[src/rtl/host_loader_if.sv]
// host_loader_if: host command/data inputs and target-buffer write outputs.
//   master : host/collider side (drives GPIOcmd, GPIOdata, in_collision_state)
//   slave  : host_loader side (drives wr_*, GPIOack, load_count, load_done, addr_err)
interface host_loader_if #(
  parameter int unsigned DATA_WIDTH    = 32,
  parameter int unsigned ADDRESS_WIDTH = 10
);
  logic [DATA_WIDTH-1:0]    GPIOcmd;
  logic [DATA_WIDTH-1:0]    GPIOdata;
  logic                     in_collision_state;
  logic                     wr_en;
  logic [1:0]               wr_sel;
  logic [ADDRESS_WIDTH-1:0] wr_addr;
  logic [DATA_WIDTH-1:0]    wr_data;
  logic                     GPIOack;
  logic [ADDRESS_WIDTH:0]   load_count;
  logic                     load_done;
  logic                     addr_err;

  modport master (
    output GPIOcmd, GPIOdata, in_collision_state,
    input  wr_en, wr_sel, wr_addr, wr_data, GPIOack, load_count, load_done, addr_err
  );

  modport slave (
    input  GPIOcmd, GPIOdata, in_collision_state,
    output wr_en, wr_sel, wr_addr, wr_data, GPIOack, load_count, load_done, addr_err
  );
endinterface

[src/rtl/host_loader.sv]
// host_loader: retires toggle-handshake write requests from a slow GPIO host
// into one of four target-buffer planes, stalling while the collider owns them.
//   clk, rst   : clock, asynchronous active-low reset
//   bus.slave  : GPIOcmd/GPIOdata/in_collision_state in;
//                wr_en/wr_sel/wr_addr/wr_data, GPIOack, load_count/load_done/addr_err out
module host_loader #(
  parameter int unsigned DATA_WIDTH    = 32,
  parameter int unsigned ADDRESS_WIDTH = 10,
  parameter int unsigned DEPTH         = 1024
) (
  input  logic          clk,
  input  logic          rst,
  host_loader_if.slave  bus
);

  localparam int unsigned CNT_W = ADDRESS_WIDTH + 1;

  typedef enum logic [2:0] {
    S_IDLE      = 3'd0,
    S_CAPTURE   = 3'd1,
    S_WAIT_FREE = 3'd2,
    S_WRITE     = 3'd3,
    S_ACK       = 3'd4
  } state_e;

  state_e state_q, state_d;

  logic req_s1_q, req_s2_q, req_s3_q;
  logic en_s1_q, en_s2_q, en_s3_q;

  logic                     wr_en_q, wr_en_d;
  logic [1:0]               wr_sel_q, wr_sel_d;
  logic [ADDRESS_WIDTH-1:0] wr_addr_q, wr_addr_d;
  logic [DATA_WIDTH-1:0]    wr_data_q, wr_data_d;
  logic                     gpio_ack_q, gpio_ack_d;
  logic [CNT_W-1:0]         count_q, count_d;
  logic                     done_q, done_d;
  logic                     addr_err_q, addr_err_d;
  logic                     wr_ok_q, wr_ok_d;   // current transaction actually writes

  logic req_edge_c, en_rise_c, addr_ok_c;
  logic unused_cmd_bits;

  assign req_edge_c      = req_s2_q ^ req_s3_q;
  assign en_rise_c       = en_s2_q & ~en_s3_q;
  assign addr_ok_c       = ({1'b0, bus.GPIOcmd[ADDRESS_WIDTH-1:0]} < CNT_W'(DEPTH));
  assign unused_cmd_bits = ^bus.GPIOcmd;

  // State register
  always_ff @(posedge clk or negedge rst) begin
    if (!rst) state_q <= S_IDLE;
    else      state_q <= state_d;
  end

  // Next-state logic; a req edge with load disabled is acked without a write
  always_comb begin
    state_d = state_q;
    unique case (state_q)
      S_IDLE:      if (req_edge_c) state_d = en_s2_q ? S_CAPTURE : S_ACK;
      S_CAPTURE:   state_d = addr_ok_c ? S_WAIT_FREE : S_ACK;
      S_WAIT_FREE: if (!bus.in_collision_state) state_d = S_WRITE;
      S_WRITE:     state_d = S_ACK;
      S_ACK:       state_d = S_IDLE;
      default:     state_d = S_IDLE;
    endcase
  end

  // Output logic; wr_en is registered on entry to WRITE so it is high during that state
  always_comb begin
    wr_en_d    = (state_q == S_WAIT_FREE) && !bus.in_collision_state;
    wr_sel_d   = wr_sel_q;
    wr_addr_d  = wr_addr_q;
    wr_data_d  = wr_data_q;
    gpio_ack_d = gpio_ack_q;
    count_d    = count_q;
    addr_err_d = addr_err_q;
    wr_ok_d    = wr_ok_q;
    unique case (state_q)
      S_IDLE: if (req_edge_c) wr_ok_d = 1'b0;
      S_CAPTURE: begin
        wr_ok_d = addr_ok_c;
        if (addr_ok_c) begin
          wr_sel_d  = bus.GPIOcmd[ADDRESS_WIDTH+1:ADDRESS_WIDTH];
          wr_addr_d = bus.GPIOcmd[ADDRESS_WIDTH-1:0];
          wr_data_d = bus.GPIOdata;
        end else begin
          addr_err_d = 1'b1;
        end
      end
      S_ACK: begin
        gpio_ack_d = req_s2_q;
        if (wr_ok_q && (count_q < CNT_W'(DEPTH))) count_d = count_q + CNT_W'(1);
      end
      default: ;
    endcase
    // A new load session starts on the synchronized enable rising
    if (en_rise_c) begin
      count_d    = '0;
      addr_err_d = 1'b0;
    end
    done_d = (count_d == CNT_W'(DEPTH));
  end

  // Synchronizers and registered outputs
  always_ff @(posedge clk or negedge rst) begin
    if (!rst) begin
      req_s1_q   <= 1'b0;
      req_s2_q   <= 1'b0;
      req_s3_q   <= 1'b0;
      en_s1_q    <= 1'b0;
      en_s2_q    <= 1'b0;
      en_s3_q    <= 1'b0;
      wr_en_q    <= 1'b0;
      wr_sel_q   <= '0;
      wr_addr_q  <= '0;
      wr_data_q  <= '0;
      gpio_ack_q <= 1'b0;
      count_q    <= '0;
      done_q     <= 1'b0;
      addr_err_q <= 1'b0;
      wr_ok_q    <= 1'b0;
    end else begin
      req_s1_q   <= bus.GPIOcmd[DATA_WIDTH-2];
      req_s2_q   <= req_s1_q;
      req_s3_q   <= req_s2_q;
      en_s1_q    <= bus.GPIOcmd[DATA_WIDTH-1];
      en_s2_q    <= en_s1_q;
      en_s3_q    <= en_s2_q;
      wr_en_q    <= wr_en_d;
      wr_sel_q   <= wr_sel_d;
      wr_addr_q  <= wr_addr_d;
      wr_data_q  <= wr_data_d;
      gpio_ack_q <= gpio_ack_d;
      count_q    <= count_d;
      done_q     <= done_d;
      addr_err_q <= addr_err_d;
      wr_ok_q    <= wr_ok_d;
    end
  end

  assign bus.wr_en      = wr_en_q;
  assign bus.wr_sel     = wr_sel_q;
  assign bus.wr_addr    = wr_addr_q;
  assign bus.wr_data    = wr_data_q;
  assign bus.GPIOack    = gpio_ack_q;
  assign bus.load_count = count_q;
  assign bus.load_done  = done_q;
  assign bus.addr_err   = addr_err_q;

endmodule

[src/flat_wrapper.sv]
// flat-port wrapper written by rule: the top's interface ports become plain ports
module host_loader_flat 
#(
  parameter int unsigned DATA_WIDTH    = 32,
  parameter int unsigned ADDRESS_WIDTH = 10,
  parameter int unsigned DEPTH         = 1024
)
  (clk, rst, bus_GPIOcmd, bus_GPIOdata, bus_in_collision_state, bus_wr_en, bus_wr_sel, bus_wr_addr, bus_wr_data, bus_GPIOack, bus_load_count, bus_load_done, bus_addr_err);
  host_loader_if #(.DATA_WIDTH(DATA_WIDTH), .ADDRESS_WIDTH(ADDRESS_WIDTH)) bus_i ();
  input  logic clk;
  input  logic rst;
  input wire logic [$bits(bus_i.GPIOcmd)-1:0] bus_GPIOcmd;
  input wire logic [$bits(bus_i.GPIOdata)-1:0] bus_GPIOdata;
  input wire logic [$bits(bus_i.in_collision_state)-1:0] bus_in_collision_state;
  output wire logic [$bits(bus_i.wr_en)-1:0] bus_wr_en;
  output wire logic [$bits(bus_i.wr_sel)-1:0] bus_wr_sel;
  output wire logic [$bits(bus_i.wr_addr)-1:0] bus_wr_addr;
  output wire logic [$bits(bus_i.wr_data)-1:0] bus_wr_data;
  output wire logic [$bits(bus_i.GPIOack)-1:0] bus_GPIOack;
  output wire logic [$bits(bus_i.load_count)-1:0] bus_load_count;
  output wire logic [$bits(bus_i.load_done)-1:0] bus_load_done;
  output wire logic [$bits(bus_i.addr_err)-1:0] bus_addr_err;
  assign bus_i.GPIOcmd = bus_GPIOcmd;
  assign bus_i.GPIOdata = bus_GPIOdata;
  assign bus_i.in_collision_state = bus_in_collision_state;
  assign bus_wr_en = bus_i.wr_en;
  assign bus_wr_sel = bus_i.wr_sel;
  assign bus_wr_addr = bus_i.wr_addr;
  assign bus_wr_data = bus_i.wr_data;
  assign bus_GPIOack = bus_i.GPIOack;
  assign bus_load_count = bus_i.load_count;
  assign bus_load_done = bus_i.load_done;
  assign bus_addr_err = bus_i.addr_err;
  host_loader #(.DATA_WIDTH(DATA_WIDTH), .ADDRESS_WIDTH(ADDRESS_WIDTH), .DEPTH(DEPTH)) u_core (.clk(clk), .rst(rst), .bus(bus_i));
endmodule
[config.mk]
export PLATFORM = sky130hd
export DESIGN_NAME = host_loader_flat
export DESIGN_NICKNAME = d
export VERILOG_FILES = /design/src/rtl/host_loader_if.sv /design/src/rtl/host_loader.sv /design/src/flat_wrapper.sv
export SDC_FILE = /design/constraint.sdc
export NUM_CORES = 1
export LEC_CHECK = 0
export ABC_AREA = 1
export BUFFER_PORTS_ARGS = -buffer_cell sky130_fd_sc_hd__buf_4
export CORE_UTILIZATION = 30
export DETAILED_ROUTE_END_ITERATION = 10
export GPL_ROUTABILITY_DRIVEN = 0
export PLACE_DENSITY = 0.67
export SLEW_MARGIN = 20
export SYNTH_ARGS = -nofsm -noshare
export SYNTH_HDL_FRONTEND = slang
export SYNTH_SLANG_ARGS = --single-unit
[constraint.sdc]
create_clock -name clk -period 1.45 [get_ports clk]
set_clock_uncertainty 0.15 [all_clocks]
set_input_delay 0.145 -clock clk [delete_from_list [all_inputs] [get_ports clk]]
set_output_delay 0.145 -clock clk [all_outputs]
set_load 0.01 [all_outputs]
; ---- After elaboration in Yosys (flattened, before gate mapping)
; Index checks and enable logic that the tools add are counted.
[word_totals]
register_bits = 68
wordCells = 43
out_inout_bits = 59
input_bits = 67
[classes]
addsub = 1
n_lt_le_gt_ge = 1
eq_ne = 7
n_reduce_logical = 7
bitwise = 3
mux = 9
[ops]
columns = cell, n
row1 = $mux W11, 3
row2 = $pmux W3 S4, 1
row3 = $add A11 B1 Y11 const B, 1
row4 = $eq A11 B11 Y1 const B, 1
row5 = $lt A11 B11 Y1 const B, 1
row6 = $mux W3, 3
row7 = $eq A3 B2 Y1 const B, 2
row8 = $reduce_and A2 Y1, 2
row9 = $eq A3 B1 Y1 const B, 1
row10 = $eq A3 B3 Y1 const B, 1
row11 = $logic_not A3 Y1, 1
row12 = $logic_and A1 B1 Y1, 2
row13 = $ne A2 B1 Y1 const B, 1
row14 = $ne A2 B2 Y1 const B, 1
row15 = $pmux W1 S2, 1
row16 = $reduce_bool A2 Y1, 1
row17 = $and A1 B1 Y1, 1
row18 = $logic_not A1 Y1, 1
row19 = $mux W1, 1
row20 = $not A1 Y1, 1
row21 = $xor A1 B1 Y1, 1

; ---- Depth between registers and ports, before layout
[logic_depth]
word_depth = 6
ltp_mapped = 11
ltp_nobuf = 10

; ---- Least setup slack after synthesis
; OpenSTA, ideal clock, no wires.
[synth_timing]
kind = register -> register
startpoint = reg u_core.count_q[0], in the netlist u_core.bus.load_count[0]
endpoint = reg u_core.done_q, in the netlist u_core.bus.load_done
t_arrival_ns = 1.375
setup_time_ns = 0.115
slack_ns = -0.190
period_less_slack_ns = 1.640
required_time_ns = 1.185
path_buffers = 0
stages_incl_launch_ff = 11
cell_sequence = dfrtp_1 ha_1 nand2_1 nor2_1 nand3_1 nand2_1 inv_1 nor2_1 nor2_1 nand3_1 nor2_1
[synth_via]
elab_chain_len = 6
word_cells_on_any_way = 7
classes_between = add/sub: 1 / order compare: 1 / eq/ne: 1 / mux: 3 / reduce/logical: 1
[synth_lines]
columns = item, line
row1 = start: declaration, host_loader.sv:36  ; logic [CNT_W-1:0] count_q, count_d;
row2 = start signal: assignment, host_loader.sv:134  ; count_q <= count_d;
row3 = $lt A11 B11 Y1, host_loader.sv:92  ; if (wr_ok_q && (count_q < CNT_W'(DEPTH))) count_d = count_q + CNT_W'(1);
row4 = $logic_and A1 B1 Y1, host_loader.sv:92
row5 = $mux W11 *, host_loader.sv:92
row6 = $mux W11 *, host_loader.sv:78  ; unique case (state_q)
row7 = $mux W11 *, host_loader.sv:97  ; if (en_rise_c) begin
row8 = via u_core.count_d[8], host_loader.sv:36
row9 = $eq A11 B11 Y1 *, host_loader.sv:101  ; done_d = (count_d == CNT_W'(DEPTH));
row10 = via u_core.done_d, host_loader.sv:37  ; logic done_q, done_d;
row11 = end signal: assignment, host_loader.sv:135  ; done_q <= done_d;
row12 = end: declaration, host_loader.sv:37
; Mark *: on every way through the listed nets, which the timed path passes. The rest lies on a longest branch.
; A chain may end at the register's enable or synchronous reset.

; ---- Worst setup path in the final report
[layout_timing]
startpoint = reg u_core.state_q[0]
endpoint = reg u_core.wr_data_q[31], in the netlist u_core.bus.wr_data[31]
[layout_via]
elab_chain_len = 1
[layout_lines]
columns = item, line
row1 = start: declaration, host_loader.sv:26  ; state_e state_q, state_d;
row2 = start signal: assignment, host_loader.sv:52  ; else state_q <= state_d;
row3 = $eq A3 B1 Y1, host_loader.sv:78
row4 = end signal: assignment, host_loader.sv:132  ; wr_data_q <= wr_data_d;
row5 = end: declaration, host_loader.sv:34  ; logic [DATA_WIDTH-1:0] wr_data_q, wr_data_d;
; Every way passes these cells.

==> flow_summary.ini <==
[synthesis]
avgSynthCellArea_sq_um = 12.1
syn_area_sq_um = 2800
netlist_instances = 232
ys.flop_type = dfrtp_1
synthesis.nets = 300
ys_ff_latch = 68
synth-async-reset-ratio_pct = 100
yosys.cell_types.count = 28
ys_seq_area_share_pct = 60.7
synth_warnings = 0
synth-edff-count = 0

[cells_and_area]
n_antenna_cell = 0
drive_gt1_share_pct = 47.9
final_cells = 557
nNetsFinal = 512
fin_area_sq_um = 5010
area_delta_synth_final_pct = 79.0
nFillCells = 750

[cts]
cts_tree = built
cts.sinks = 68
htreeDepth = 3
cts_inserted_buffers = 9
clkTransAtPathRegs_ns = 0.08
cts_root_buf = clkbuf_8
ctsLongestPathBuffers = 2
insertion_delay_ns = 0.34

[floorplan]
die_area_sq_um = 9730
io_pins = 126
start_util_pct = 31.5
fp.dieW_um = 98.6
die_h_um = 98.6
fp.coreArea_sq_um = 8890
rows = 34

[sta]
timing.hold.ws_ns = 0.0805
finalHoldViolCount = 0
fmax_mhz = 598
fin_crit_sh_pct = 115
rsz0062_at_grt = yes
setup_viol = 55
period_minus_slack_ns = 1.67
timing.final.ws_setup_ns = -0.221
slew_violations = 0

[placement]
dpl.hpwl_um = 4590
io_buffers = 106
place_area_sq_um = 3980
dp.cells = 471

[worst_setup_path]
reg2reg_depth = 7
critPathArrivalTime_ns = 1.74
path_class = register to register
cp_max_fo = 8
worst_r2r_startpoint = u_core.state_q[0]$_DFFE_PN0P_
cp-start-kind = register
required_ns = 1.52
endpoint_kind = register
rrSetupSlack_ns = -0.22
r2r-end = u_core.bus.wr_data[31]$_DFFE_PN0P_

[power]
power_density_nw_per_um2 = 1780
max-vdd-ir-drop_v = 0.000931
p_leak_nw = 2.53
total_power_w = 0.00891

[global_route]
grt-ovfl-total = 0
grt_pass1_vias = 2568
grt_max_degree = 33
grt_pass1_wl_um = 11600
track_usage_pct = 15.2
grt_antenna_before_repair = 0

[job]
cap_violations = 0

[outcome]
violations = setup timing
status = finished with violations

[detailed_routing]
wire_per_inst_um = 13.6
drc_errors = 0
vias = 2456
drt-total-wl_um = 7600
via_per_inst = 4.41
drt_iter0_markers = 100
drt-pass1-iter-count = 4
antenna_left = 0

[hold_path]
hold_path.class = input pin to asynchronous set/reset pin
state kept, by name, indices dropped and copies added (netlist names):
register	flops
u_core.wr_ok_q	1
u_core.bus.load_done	1
u_core.en_s3_q	1
u_core.bus.GPIOack	1
u_core.bus.wr_addr	10
u_core.en_s2_q	1
u_core.state_q	3
u_core.req_s3_q	1
u_core.req_s2_q	1
u_core.bus.wr_en	1
u_core.bus.load_count	11
u_core.bus.wr_sel	2
u_core.req_s1_q	1
u_core.en_s1_q	1
u_core.bus.wr_data	32
synthesized netlist by cell type (all sizes together) (2+ instances only):
cell type | n | area (sq um)
a21oi | 3 | 15.0
buf | 6 | 38.8
dfrtp | 68 | 1700
inv | 25 | 93.8
mux2 | 45 | 507
nand2 | 31 | 131
nand3 | 23 | 135
nand4 | 2 | 12.5
nor2 | 18 | 91.3
nor3 | 2 | 10.0
where the power goes:
group	total [W]	internal [W]	leakage, nW	switching, W
Clock	0.00158	0.000838	0.0983	0.000747
Sequential	0.00310	0.00265	0.824	0.000451
Combinational	0.00422	0.00253	1.61	0.00169
layer usage:
metal	global-route usage (%)	share of wire, %	wire length (um)
met1	17.0	41	3130
met2	27.2	53	4000
met3	3.55	4.0	307
met4	7.46	2.1	162
met5	0	0	0
placed cells by master (no fill, tap or decap), types with 2 or more instances in the layout:
master	n
dfrtp_1	67
buf_12	3
nor2_4	3
nand2_1	23
buf_6	4
nor3_1	2
inv_2	2
mux2_2	4
nand4_1	2
buf_4	146
mux2_1	32
nor2_2	3
clkinvlp_4	2
clkinv_2	2
a21oi_1	3
nand2_2	6
inv_1	22
dlygate4sd3_1	48
buf_8	2
nand3_2	6
nand3_1	17
mux2_4	9
clkbuf_16	4
nor2_1	11
clkbuf_8	10
critical path: stages, from the launching register on:
cell	delay, ns
dfrtp_1	0.41
buf_4	0.15
buf_6	0.11
inv_4	0.05
nor2_4	0.04
nand2_8	0.14
clkbuf_16	0.18
mux2_1	0.32
logic make-up after synthesis:
family          share of synthesized area (%)
simple gates                             14.1
flops                                    60.7
mux                                      18.1
buf+inv                                  4.73
compound gates                           1.47
fa+ha+maj                               0.447
other cells                             0.134
xor+xnor                                0.313
timing repair:
action,in CTS,in global routing
hold buffers,48,0
setup endpoints to repair,55,58
gates cloned,0,6
resized for setup,10,24
buffers inserted,12,4
pin swaps,5,7
hold endpoints to repair,115,0
stage by stage:
stage / setup TNS [ns] / util (%) / worst slack [ns]
after CTS: -6.81 / 53.7 / -0.175
after floorplan: -0.0758 / - / -0.0758
final: -9.35 / 56.4 / -0.221
after detailed placement: -1.28 / 44.7 / -0.198
after global routing: -12.58 / 56.4 / -0.298
after global placement: -0.371 / 44.7 / -0.135
worst max-delay path by stage:
stage / start / end / slack [ns] / depth (start not counted)
after floorplan: u_core.state_q[0]$_DFFE_PN0P_ / u_core.bus.load_done$_DFF_PN0_ / -0.08 / 11
after global placement: u_core.state_q[0]$_DFFE_PN0P_ / u_core.bus.load_done$_DFF_PN0_ / -0.13 / 10
after detailed placement: u_core.state_q[0]$_DFFE_PN0P_ / u_core.bus.load_done$_DFF_PN0_ / -0.20 / 10
after CTS: u_core.state_q[1]$_DFFE_PN0P_ / u_core.bus.load_done$_DFF_PN0_ / -0.17 / 11
after global routing: u_core.state_q[1]$_DFFE_PN0P_ / u_core.bus.load_done$_DFF_PN0_ / -0.30 / 10
final: u_core.state_q[0]$_DFFE_PN0P_ / u_core.bus.wr_data[31]$_DFFE_PN0P_ / -0.22 / 7
final cells by class:
class	instances	area [sq um]	area share [%]
multi-input combinational	133	1070	21.3
tap	108	135	2.70
clock buffer	10	138	2.75
clock inverter	6	63.8	1.27
sequential	68	1700	34.0
timing repair buffer	207	1810	36.1
inverter	25	96.3	1.92
Power figures use the tool's default switching activity.
